$ cat config.mk
export PLATFORM = sky130hd
export DESIGN_NAME = keypad_scanner
export DESIGN_NICKNAME = d
export VERILOG_FILES = /design/src/rtl/keypad_scanner.sv
export SDC_FILE = /design/constraint.sdc
export NUM_CORES = 1
export LEC_CHECK = 0
export BUFFER_PORTS_ARGS = -buffer_cell sky130_fd_sc_hd__buf_2
export CORE_UTILIZATION = 36
export DETAILED_ROUTE_END_ITERATION = 8
export PLACE_DENSITY_LB_ADDON = 0.1
export REMOVE_ABC_BUFFERS = 1
export SLEW_MARGIN = 30
export SYNTH_ARGS = -nofsm -noshare
export SYNTH_HDL_FRONTEND = slang
export SYNTH_SLANG_ARGS = --single-unit
$ cat constraint.sdc
create_clock -name clk -period 4.4 [get_ports clk]
set_input_delay 0.44 -clock clk [delete_from_list [all_inputs] [get_ports clk]]
set_output_delay 0.44 -clock clk [all_outputs]
set_load 0.05 [all_outputs]
$ cat src/rtl/keypad_scanner.sv
// 4x4 hex keypad scanner: column scan, whole-matrix debounce, key code + status read by the CPU.
// Press-to-ready is DEBOUNCE_SCANS to DEBOUNCE_SCANS+1 scans plus sync delay; dataOut trails n_rd by 3 clk.
// No backpressure: an unread code is replaced by a new press and flagged as overrun.
module keypad_scanner #(
    parameter int SCAN_DIV       = 1000,
    parameter int DEBOUNCE_SCANS = 4
) (
    input  logic       clk,
    input  logic       n_reset,
    input  logic       n_rd,
    input  logic       addr,
    output logic [7:0] dataOut,
    output logic [3:0] col_out,
    input  logic [3:0] row_in,
    output logic       n_int
);
    localparam int DW = (SCAN_DIV > 1) ? $clog2(SCAN_DIV) : 1;
    localparam int CW = (DEBOUNCE_SCANS > 1) ? $clog2(DEBOUNCE_SCANS) : 1;
    localparam logic [DW-1:0] DIV_LAST = DW'(SCAN_DIV - 1);
    localparam logic [CW-1:0] CNT_LAST = CW'(DEBOUNCE_SCANS - 1);

    logic [3:0]    row_meta_q, row_sync_q;
    logic          rd_meta_q, rd_sync_q, rd_prev_q;
    logic          addr_q, addr_d;
    logic [DW-1:0] div_q, div_d;
    logic [1:0]    col_q, col_d;
    logic [15:0]   raw_q, raw_d, cand_q, cand_d, deb_q, deb_d;
    logic [CW-1:0] cnt_q, cnt_d;
    logic [3:0]    code_q, code_d, key_idx;
    logic          ready_q, ready_d, ovr_q, ovr_d;
    logic [7:0]    dout_q, dout_d;
    logic          tc, scan_end, one_hot, key_evt, rd_fall, rd_rise, ack;

    always_comb begin
        tc       = (div_q == DIV_LAST);
        scan_end = tc && (col_q == 2'd3);
        div_d    = tc ? '0 : div_q + 1'b1;
        col_d    = tc ? col_q + 2'd1 : col_q;
        raw_d    = raw_q;
        if (tc) begin
            raw_d[{col_q, 2'b00} +: 4] = ~row_sync_q;
        end

        // Debounce compares whole snapshots, so only the complete raw (incl. column 3) is used.
        cand_d = cand_q;
        cnt_d  = cnt_q;
        deb_d  = deb_q;
        if (scan_end) begin
            if (raw_d != cand_q) begin
                cand_d = raw_d;
                cnt_d  = '0;
            end else begin
                if (cnt_q != CNT_LAST) begin
                    cnt_d = cnt_q + 1'b1;
                end
                if (cnt_d == CNT_LAST) begin
                    deb_d = cand_q;
                end
            end
        end

        one_hot = (deb_d != 16'h0000) && ((deb_d & (deb_d - 16'd1)) == 16'h0000);
        key_evt = (deb_q == 16'h0000) && one_hot;
        key_idx = 4'h0;
        for (int i = 0; i < 16; i++) begin
            if (deb_d[i]) begin
                key_idx = 4'(i);
            end
        end

        rd_fall = !rd_sync_q && rd_prev_q;
        rd_rise = rd_sync_q && !rd_prev_q;
        ack     = rd_rise && !addr_q;
        addr_d  = rd_fall ? addr : addr_q;

        // A key event in the same cycle as a code-read acknowledge wins; the old code counts as consumed.
        code_d  = code_q;
        ready_d = ready_q;
        ovr_d   = ovr_q;
        if (ack) begin
            ready_d = 1'b0;
            ovr_d   = 1'b0;
        end
        if (key_evt) begin
            code_d  = key_idx;
            ready_d = 1'b1;
            ovr_d   = ack ? 1'b0 : ready_q;
        end

        if (rd_sync_q) begin
            dout_d = 8'h00;
        end else if (addr_d) begin
            dout_d = {6'h00, ovr_q, ready_q};
        end else begin
            dout_d = {4'h0, code_q};
        end
    end

    always_ff @(posedge clk or negedge n_reset) begin
        if (!n_reset) begin
            row_meta_q <= 4'hF;
            row_sync_q <= 4'hF;
            rd_meta_q  <= 1'b1;
            rd_sync_q  <= 1'b1;
            rd_prev_q  <= 1'b1;
            addr_q     <= 1'b0;
            div_q      <= '0;
            col_q      <= 2'd0;
            raw_q      <= 16'h0000;
            cand_q     <= 16'h0000;
            deb_q      <= 16'h0000;
            cnt_q      <= '0;
            code_q     <= 4'h0;
            ready_q    <= 1'b0;
            ovr_q      <= 1'b0;
            dout_q     <= 8'h00;
        end else begin
            row_meta_q <= row_in;
            row_sync_q <= row_meta_q;
            rd_meta_q  <= n_rd;
            rd_sync_q  <= rd_meta_q;
            rd_prev_q  <= rd_sync_q;
            addr_q     <= addr_d;
            div_q      <= div_d;
            col_q      <= col_d;
            raw_q      <= raw_d;
            cand_q     <= cand_d;
            deb_q      <= deb_d;
            cnt_q      <= cnt_d;
            code_q     <= code_d;
            ready_q    <= ready_d;
            ovr_q      <= ovr_d;
            dout_q     <= dout_d;
        end
    end

    assign col_out = ~(4'b0001 << col_q);
    assign n_int   = ~ready_q;
    assign dataOut = dout_q;

endmodule

# Yosys cells after proc, flatten, opt, wreduce, memory -nomap -nowiden
# Index checks and enable logic that the tools add are counted.
[word_totals]
register_bits = 88
out_inout_bits = 13
wordCells = 79
[op_classes]
add_sub_neg = 5
eq_ne = 5
shifts = 3
n_mux = 32
bitwise_logic = 4
n_reduce_logical = 14
[ops]
columns = ["op", "n"]
rows = [
  ["two-way mux 16 bit", 4],
  ["two-way mux 4 bit", 16],
  ["logical NOT 16 bit", 2],
  ["AND 16 bit", 1],
  ["bitwise mux 16 bit", 1],
  ["inequality test 16 bit", 1],
  ["nonzero test 16 bit", 1],
  ["variable shift 4 x 6 -> 16 bit, first input constant", 1],
  ["indexed part select 4 x 6 -> 16 bit", 1],
  ["subtractor 16 x 1 -> 16 bit, second input constant", 1],
  ["adder 10 x 1 -> 10 bit, second input constant", 1],
  ["== test 10 bit, second input constant", 1],
  ["two-way mux 10 bit", 1],
  ["two-way mux 2 bit", 4],
  ["inverter 4 bit", 2],
  ["logical AND 1 bit", 6],
  ["two-way mux 1 bit", 6],
  ["negator 4 -> 6 bit", 1],
  ["adder 2 x 1 -> 2 bit, second input constant", 2],
  ["== test 2 bit, second input constant", 2],
  ["<< shifter 1 x 2 -> 4 bit, first input constant", 1],
  ["logical NOT 1 bit", 3],
  ["inequality test 2 bit, second input constant", 1],
  ["AND reduction 2 bit", 1],
  ["2 further kinds", 2],
]

# Depth between registers and ports, before layout
# Gate-level depths: netlist of the first run.
[depth]
word_depth = 26
mapped_depth = 16

# Worst setup path after synthesis of the first run
# OpenSTA, ideal clock, no wires.
[synth_timing]
kind = "reg2reg"
startpoint = "register col_q[0]"
endpoint = "register code_q[1]"
setup_ns = 0.125
arrival_ns = 4.228
slack_ns = 0.047
path_stages_with_launch = 14
n_path_buf = 1
period_less_slack_ns = 4.353
path_cell_list = "dfrtp_1 -> inv_1 -> ha_1 -> or4b_1 -> buf_2 -> o211a_1 -> a311o_1 -> nor4_1 -> nand4b_1 -> nor4_4 -> mux2i_1 -> o211ai_1 -> a221oi_4 -> mux2_2"
[synth_via]
elab_chain_len = 21
elab_cells_between_ends = 30
classes_between = "add/sub (2); eq/ne (2); shift (2); mux (18); bitwise (1); reduce/logical (5)"
[synth_rtl]
columns = ["item", "line", "text"]
rows = [
  ["start: declaration", "26", "logic [1:0] col_q, col_d;"],
  ["start signal: assignment", "125", "col_q <= col_d;"],
  ["negator 4 -> 6 bit", "41", "raw_d[{col_q, 2'b00} +: 4] = ~row_sync_q;"],
  ["indexed part select 4 x 6 -> 16 bit or variable shift 4 x 6 -> 16 bit (tied branches)", "41", ""],
  ["bitwise mux 16 bit", "41", ""],
  ["two-way mux 16 bit", "40", "if (tc) begin"],
  ["inequality test 16 bit", "49", "if (raw_d != cand_q) begin"],
  ["two-way mux 16 bit", "49", ""],
  ["two-way mux 16 bit *", "48", "if (scan_end) begin"],
  ["two-way mux 4 bit (14 in a row)", "66", "if (deb_d[i]) begin"],
  ["end signal: assignment", "130", "code_q <= code_d;"],
  ["end: declaration", "29", "logic [3:0] code_q, code_d, key_idx;"],
]
# Every way passes the cells marked *; elsewhere a longest branch is shown, timed or not.
# A chain may end at the register's enable or synchronous reset.

# Final worst setup path of the first run
[layout_timing]
startpoint = "register col_q[1]"
endpoint = "register ovr_q"
[layout_via]
elab_chain_len = 13
elab_cells_between_ends = 18
classes_between = "add/sub (2); eq/ne (2); shift (2); mux (5); bitwise (1); reduce/logical (6)"
[layout_rtl]
columns = ["item", "line", "text"]
rows = [
  ["negator 4 -> 6 bit", "41", ""],
  ["indexed part select 4 x 6 -> 16 bit or variable shift 4 x 6 -> 16 bit (tied branches)", "41", ""],
  ["bitwise mux 16 bit", "41", ""],
  ["two-way mux 16 bit", "40", ""],
  ["inequality test 16 bit", "49", ""],
  ["two-way mux 16 bit", "49", ""],
  ["two-way mux 16 bit *", "48", ""],
  ["subtractor 16 x 1 -> 16 bit", "62", "one_hot = (deb_d != 16'h0000) && ((deb_d & (deb_d - 16'd1)) == 16'h0000);"],
  ["AND 16 bit", "62", ""],
  ["logical NOT 16 bit", "62", ""],
  ["logical AND 1 bit *", "62", ""],
  ["logical AND 1 bit *", "63", "key_evt = (deb_q == 16'h0000) && one_hot;"],
  ["two-way mux 1 bit or nonzero test 2 bit (tied branches)", "--", ""],
  ["end signal: assignment", "132", "ovr_q <= ovr_d;"],
  ["end: declaration", "30", "logic ready_q, ready_d, ovr_q, ovr_d;"],
]
# Marks and branches as above.

==> results.md, run 1 <==
- # DRC: 0
- Ports: 21
- Row cnt: 40
- Post-layout min period: 4120 ps
- Die area: 12800 um^2
- PwrDens: 332 nW/um^2
- Synth Area per Inst: 10.1 um^2
- Final WL: 10500 um
- WL per Instance: 16.9 um
- Clock Path Buffers: 2
- Most common cell in the netlist: dfrtp_1
- Mapped cell area: 4440 um^2
- Drt first pass iters: 4
- Hold Path Class: input port to async pin
- Slew margin rel.: 0.569
- Worst Max-Slew Pin Slew: 646 ps
- Slew Limit Fails: 0
- Vias in the first global route: 3296
- Synth async-reset ratio: 1.00
- Final worst-path cycle share: 0.937
- Area Overhead vs Synth: 17.4%
- RD Place Congestion: 0.838
- Seq/Total Area, Yosys: 0.476
- Critical path peak fanout: 12
- Ys Warns: 0
- Total track usage: 0.181
- Total CTS buffers: 9
- Post-DP HPWL: 7600 um
- Setup violations, final: 0
- Top post-synthesis cells by count: 73 x dfrtp_1, 33 x nor2_1, 28 x mux2_2, 28 x o21ai_0, 26 x nand2_1
- Max-cap viol count: 0
- Total number of vias: 3366
- Final core occ: 0.434
- Largest area contributor in the netlist: dfrtp_1
- Post-synth EDFFs: 0
- Clock Sinks: 84
- Post-synthesis cell type count: 61
- Worst-path clk slew: 60 ps
- Worst-skew pair later-pin latency: 340 ps
- Cts hold-fix bufs: 0
- CTS tree: done
- Area share of the largest cell type after synthesis: 0.411
- Post-place setup slack: -0.667 ps
- Final Hold Vio Count: 0
- Post-synth top flop: dfrtp_1
- Number of synthesized register bits: 84
- Share of layout cells above drive strength 1: 0.231
- Final nets: 481
- Total grt overflow: 0
- IO Port Bufs: 16
- CP arrival: 4350 ps
- H-Tree Depth: 3
- RSZ-0062 raised after global routing: false
- Kind of critical path: flop to flop
- Chip Height: 113 um
- Worst Setup End Kind: flop
- Largest net degree at the start of global routing: 51
- VDD IR max: 181 uV
- Core box area: 12000 um^2
- Die Wd: 113 um
- Vias/cell: 5.44
- Area contributors post-synth: dfrtp_1 41%, mux2_2 7.1%, dfstp_2 6.5%, mux2i_1 3.4%, o21ai_0 3.2%
- CTS root buf: clkbuf_16
- Diode count: 0
- Critical Path Source Type: flop
- Antenna-violating nets left: 0
- Max frequency: 242 MHz
- First-pass GRT wire length: 17600 um
- Leakage: 0.00243 uW
- Worst Path Required: 4620 ps
- Initial drt markers: 170
- Fill count: 1180
- Initial antenna violation count: 0
- Clk_skew: 7.43 ps
- Final worst slack: 276 ps
- Status: complete, no violations
- Starting Density: 0.370
- Cell count after synthesis: 440
area by class of cell:
type	count	area (um^2)	area share
well taps	147	184	0.0353
clock inverters	5	125	0.0240
clock buffers	11	233	0.0446
inverters	22	82.6	0.0158
multi-input cells	309	2190	0.420
repair buffers	41	283	0.0542
flip-flops and latches	84	2120	0.406
where the power goes:
part	switching [uW]	internal, uW
logic	26.5	5.43
registers	8.34	783
clock network	297	611
per-layer routing:
| metal | vias to the layer above | track usage | share of wire |
|---|---|---|---|
| met5 | - | 0 | 0 |
| met3 | 18 | 0.0396 | 0.047 |
| met1 | 1647 | 0.269 | 0.51 |
| met2 | 78 | 0.251 | 0.42 |
| met4 | 0 | 0.0798 | 0.021 |
| li1 | 1623 | - | - |
registers in the layout, indices dropped and copies added (netlist names), 2 cells and up:
signal,flops
row_meta_q,4
deb_q,16
raw_q,16
cand_q,16
cnt_q,2
dataOut,4
col_q,2
code_q,4
row_sync_q,4
div_q,10
critical path, cell delays in order (launching register included):
cell	delay [ps]
dfrtp_1	380
inv_1	120
ha_4	310
or4b_2	630
buf_4	190
o21ai_0	140
mux2i_1	110
a21oi_1	180
nand4_1	200
nor4_4	350
buf_12	190
mux2i_2	230
o211ai_1	170
a221oi_4	370
buf_4	200
mux2i_1	170
a21oi_1	50
cells by family (layout without fill, tap and decap cells):
| group | Yosys count | after routing | share of synthesized area |
|---|---|---|---|
| AND/OR/NAND/NOR | 144 | 144 | 0.177 |
| multiplexers | 43 | 43 | 0.105 |
| adder cells (fa/ha/maj) | 7 | 7 | 0.0191 |
| flip-flops | 84 | 84 | 0.476 |
| buffers and inverters | 50 | 79 | 0.0482 |
| XOR/XNOR | 20 | 20 | 0.0394 |
| AO/OA/AOI/OAI | 91 | 91 | 0.135 |
| other | 1 | 4 | 0.000844 |
what timing repair did:
action | in CTS | in global routing
cloned | 0 | 0
endpoints found under the hold margin | 0 | 0
resized for setup | 1 | 8
setup endpoints to repair | 1 | 6
buffers inserted | 0 | 4
pin swaps | 0 | 5
per-stage QoR:
step / hold WS (ps) / total power (uW) / cells / setup TNS, ps / cell area, um^2
finish: 29.8 / 1730 / 619 / 0 / 5220
global route: 65.9 / 1800 / 619 / 0 / 5220
detailed placement: 347 / 839 / 599 / -0.667 / 4770
floorplan: 144 / 814 / 415 / -17780 / 4320
global placement: 346 / 838 / 599 / 0 / 4770
CTS: 48.3 / 1760 / 615 / 0 / 5130
final timing paths:
| path | slack (ps) | startpoint | endpoint | depth (start not counted) |
|---|---|---|---|---|
| setup / recovery | 280 | col_q[1]$_DFFE_PN0N_ | ovr_q$_DFFE_PN0P_ | 16 |
| hold / removal | 30 | n_reset | cnt_q[0]$_DFFE_PN0P_ | 1 |
| setup reg to reg | 280 | col_q[1]$_DFFE_PN0N_ | ovr_q$_DFFE_PN0P_ | 16 |
| hold reg to reg | 350 | row_meta_q[2]$_DFF_PN1_ | row_sync_q[2]$_DFF_PN1_ | 0 |
| max in group asynchronous | 3360 | n_reset | deb_q[13]$_DFF_PN0_ | 2 |
| min in group clk | 190 | row_in[0] | row_meta_q[0]$_DFF_PN1_ | 1 |
cell usage in the layout (no fill, tap or decap), types with 4 or more instances in the layout:
cell / count
a21oi_1: 16
and3_1: 6
buf_2: 15
buf_4: 25
bufinv_16: 4
clkbuf_16: 9
conb_1: 4
dfrtp_1: 73
dfstp_2: 11
ha_1: 5
inv_1: 22
mux2_2: 28
mux2i_1: 12
nand2_1: 26
nand2b_1: 5
nand3_1: 8
nand4_1: 10
nor2_1: 33
nor2b_1: 4
nor3_1: 17
nor3b_1: 6
o211ai_1: 5
o21ai_0: 28
o22ai_1: 5
o31ai_1: 12
or3_1: 5
xnor2_1: 11
xor2_1: 9
Power figures use the tool's default switching activity.
==> run 2, diff against run 1 <==
CORE_MARGIN = 2   (was default)
==> run 2 against run 1 <==
Against the previous run:
- wire length is 2.4% higher
- worst hold slack got worse by 3.3 ps
- sequential cell count unchanged
- via count increased by 0.51%
- global-route usage fell by 0.50 points
- critical endpoint unchanged
- clock skew grew 2.0 ps
- largest cell class unchanged
- highest routed layer unchanged
- critical path type unchanged
- combinational power about the same
- setup slack got worse by 37 ps
- power decreased by 9.3%
- clock power is 18% lower
==> results.md, run 2 (same netlist as run 1, synthesis figures left out) <==
- Hold Worst Slack: 26.5 ps (was 29.8 ps)
- Critical Path Source Type: flop (unchanged)
- RSZ-0062 raised after global routing: false (unchanged)
- CTS root buf: clkbuf_16 (unchanged)
- Most common cell after layout, fill and taps aside: dfrtp_1 (unchanged)
- Crit path max-delay family: simple AND/OR/NAND/NOR gates (unchanged)
- VDD IR max: 217 uV (was 181 uV)
- Total track usage: 0.176 (was 0.181)
- Status: complete, no violations (unchanged)
- Final worst-path cycle share: 0.946 (was 0.937)
- Total grt overflow: 0 (unchanged)
- Total number of vias: 3383 (was 3366)
- Final Hold Vio Count: 0 (unchanged)
- Critical-path top delay cell: or4b_2 (unchanged)
- Clk_skew: 9.42 ps (was 7.43 ps)
- Clock Path Buffers: 2 (unchanged)
- Vias/cell: 5.44 (about the same)
- Initial antenna violation count: 0 (unchanged)
- Diode count: 0 (unchanged)
- Slew Limit Fails: 0 (unchanged)
- Initial drt markers: 216 (was 170)
- PwrDens: 305 nW/um^2 (was 332 nW/um^2)
- Hold Path Class: input port to async pin (unchanged)
- Row cnt: 40 (unchanged)
- Post-layout min period: 4160 ps (was 4120 ps)
- H-Tree Depth: 3 (unchanged)
- CP Buf/Inv Count: 4 (unchanged)
- Top Registers: cand_q (16), deb_q (16), raw_q (16) (unchanged)
- Setup TNS: 0 ps (unchanged)
- Int Pwr: 1230 uW (was 1400 uW)
- RD Place Congestion: 0.843 (was 0.838)
- Chip Height: 115 um (was 113 um)
- Setup violations, final: 0 (unchanged)
- Final nets: 484 (was 481)
- Final WL: 10700 um (was 10500 um)
- Leakage: 0.00241 uW (was 0.00243 uW)
- Clock Sinks: 84 (unchanged)
- Worst Setup End Kind: flop (unchanged)
- Ports: 21 (unchanged)
- Crit path largest cell delay: 620 ps (was 630 ps)
- Die area: 13200 um^2 (was 12800 um^2)
- P_sw: 343 uW (was 332 uW)
- Die Wd: 115 um (was 113 um)
- Kind of critical path: flop to flop (unchanged)
- Clk pwr share: 0.476 (was 0.524)
- Total Power: 1570 uW (was 1730 uW)
- IO Port Bufs: 16 (unchanged)
- CP arrival: 4400 ps (was 4350 ps)
- Starting Density: 0.370 (unchanged)
- # DRC: 0 (unchanged)
- Post-DP Area: 4780 um^2 (was 4770 um^2)
- First-pass GRT wire length: 17600 um (about the same)
- Flop pwr share: 0.504 (was 0.457)
- Sw Ratio: 0.219 (was 0.192)
- Post-DP HPWL: 7630 um (was 7600 um)
- Slew margin rel.: 0.584 (was 0.569)
- Worst Path Required: 4640 ps (was 4620 ps)
- Antenna-violating nets left: 0 (unchanged)
- Critical path peak fanout: 13 (was 12)
- Largest net degree at the start of global routing: 49 (was 51)
- Crit-path most repeated cell: mux2i_1
- Vias in the first global route: 3296 (unchanged)
- Cts hold-fix bufs: 0 (unchanged)
- Final Cell Area: 5160 um^2 (was 5220 um^2)
- Drt first pass iters: 5 (was 4)
- Total CTS buffers: 9 (unchanged)
- Area Overhead vs Synth: 16.1% (was 17.4%)
- Share of layout cells above drive strength 1: 0.229 (was 0.231)
- Worst Max-Slew Pin Slew: 623 ps (was 646 ps)
- CTS tree: done (unchanged)
- Max-cap viol count: 0 (unchanged)
- WL per Instance: 17.2 um (was 16.9 um)
- Worst-path clk slew: 60 ps (about the same)
- Commonest non-fill, non-tap cells in the layout: 73 x dfrtp_1, 33 x nor2_1, 28 x o21ai_0, 28 x mux2_2, 28 x buf_4 (was 73 x dfrtp_1, 33 x nor2_1, 28 x o21ai_0, 28 x mux2_2, 26 x nand2_1)
- CP cell instances: inv_1 -> ha_4 -> or4b_2 -> buf_4 -> o21ai_0 -> mux2i_1 -> a21oi_1 -> nand4_1 -> nor4_4 -> buf_12 -> mux2i_1 -> nand2_1 -> a221oi_4 -> buf_4 -> mux2i_1 -> a21oi_1 (was inv_1 -> ha_4 -> or4b_2 -> buf_4 -> o21ai_0 -> mux2i_1 -> a21oi_1 -> nand4_1 -> nor4_4 -> buf_12 -> mux2i_2 -> o211ai_1 -> a221oi_4 -> buf_4 -> mux2i_1 -> a21oi_1)
- Worst-skew pair later-pin latency: 350 ps (was 340 ps)
- Max frequency: 240 MHz (was 242 MHz)
- Core box area: 12000 um^2 (unchanged)
- Combinational power share: 0.020 (was 0.018)
==> run 2: final cells by class <==
class | instances | area (um^2)
clock buffer | 13 | 240
clock inverter | 3 | 40.0
fill | 1165 | 6850
inverter | 22 | 82.6
multi-input combinational | 309 | 2190
sequential | 84 | 2120
tap | 147 | 184
timing repair buffer | 44 | 305
==> run 2: worst register-to-register path: stages, from the launching register on <==
cell      delay [ps]
dfrtp_1          370
inv_1            110
ha_4             310
or4b_2           620
buf_4            190
o21ai_0          130
mux2i_1          120
a21oi_1          170
nand4_1          200
nor4_4           350
buf_12           190
mux2i_1          340
nand2_1          150
a221oi_4         380
buf_4            190
mux2i_1          170
a21oi_1           50
==> run 2: metrics by stage <==
stage / worst slack (ps) / utilization / cells
2_1_floorplan: -867 / - / 415
3_3_place_gp: 168 / 0.398 / 601
3_5_place_dp: 11.5 / 0.398 / 601
4_1_cts: 10.7 / 0.421 / 617
5_1_grt: 10.4 / 0.429 / 622
6_report: 239 / 0.429 / 622
==> run 2: repair_timing <==
item / 4_1_cts / 5_1_grt
setup endpoints to repair: 0 / 6
gates resized for setup: 0 / 8
buffers inserted: 0 / 5
==> run 2: power by group through the flow <==
stage	combinational [uW]	clock (uW)	sequential, uW
after floorplan	12.6	0	802
after global placement	32.9	0	805
after detailed placement	33.6	0	805
after CTS	33.4	767	791
after global routing	36.6	794	792
final	31.9	747	792
==> run 2: routing by layer <==
layer / vias to the layer above / GRT usage / part of all wire
li1: 1629 / - / -
met1: 1658 / 0.262 / 0.51
met2: 74 / 0.240 / 0.41
met3: 22 / 0.0380 / 0.048
met4: 0 / 0.0867 / 0.026
met5: - / 0 / 0
==> run 2: final timing paths <==
path / start / end / slack [ps] / cells after the start
worst max register to register: col_q[1]$_DFFE_PN0N_ / ovr_q$_DFFE_PN0P_ / 240 / 16
worst min-delay path: n_reset / div_q[2]$_DFF_PN0_ / 30 / 1
worst min register to register: row_meta_q[1]$_DFF_PN1_ / row_sync_q[1]$_DFF_PN1_ / 350 / 0
min in group clk: row_in[0] / row_meta_q[0]$_DFF_PN1_ / 180 / 1
worst max-delay path: col_q[1]$_DFFE_PN0N_ / ovr_q$_DFFE_PN0P_ / 240 / 16
max in group asynchronous: n_reset / deb_q[12]$_DFF_PN0_ / 3370 / 2
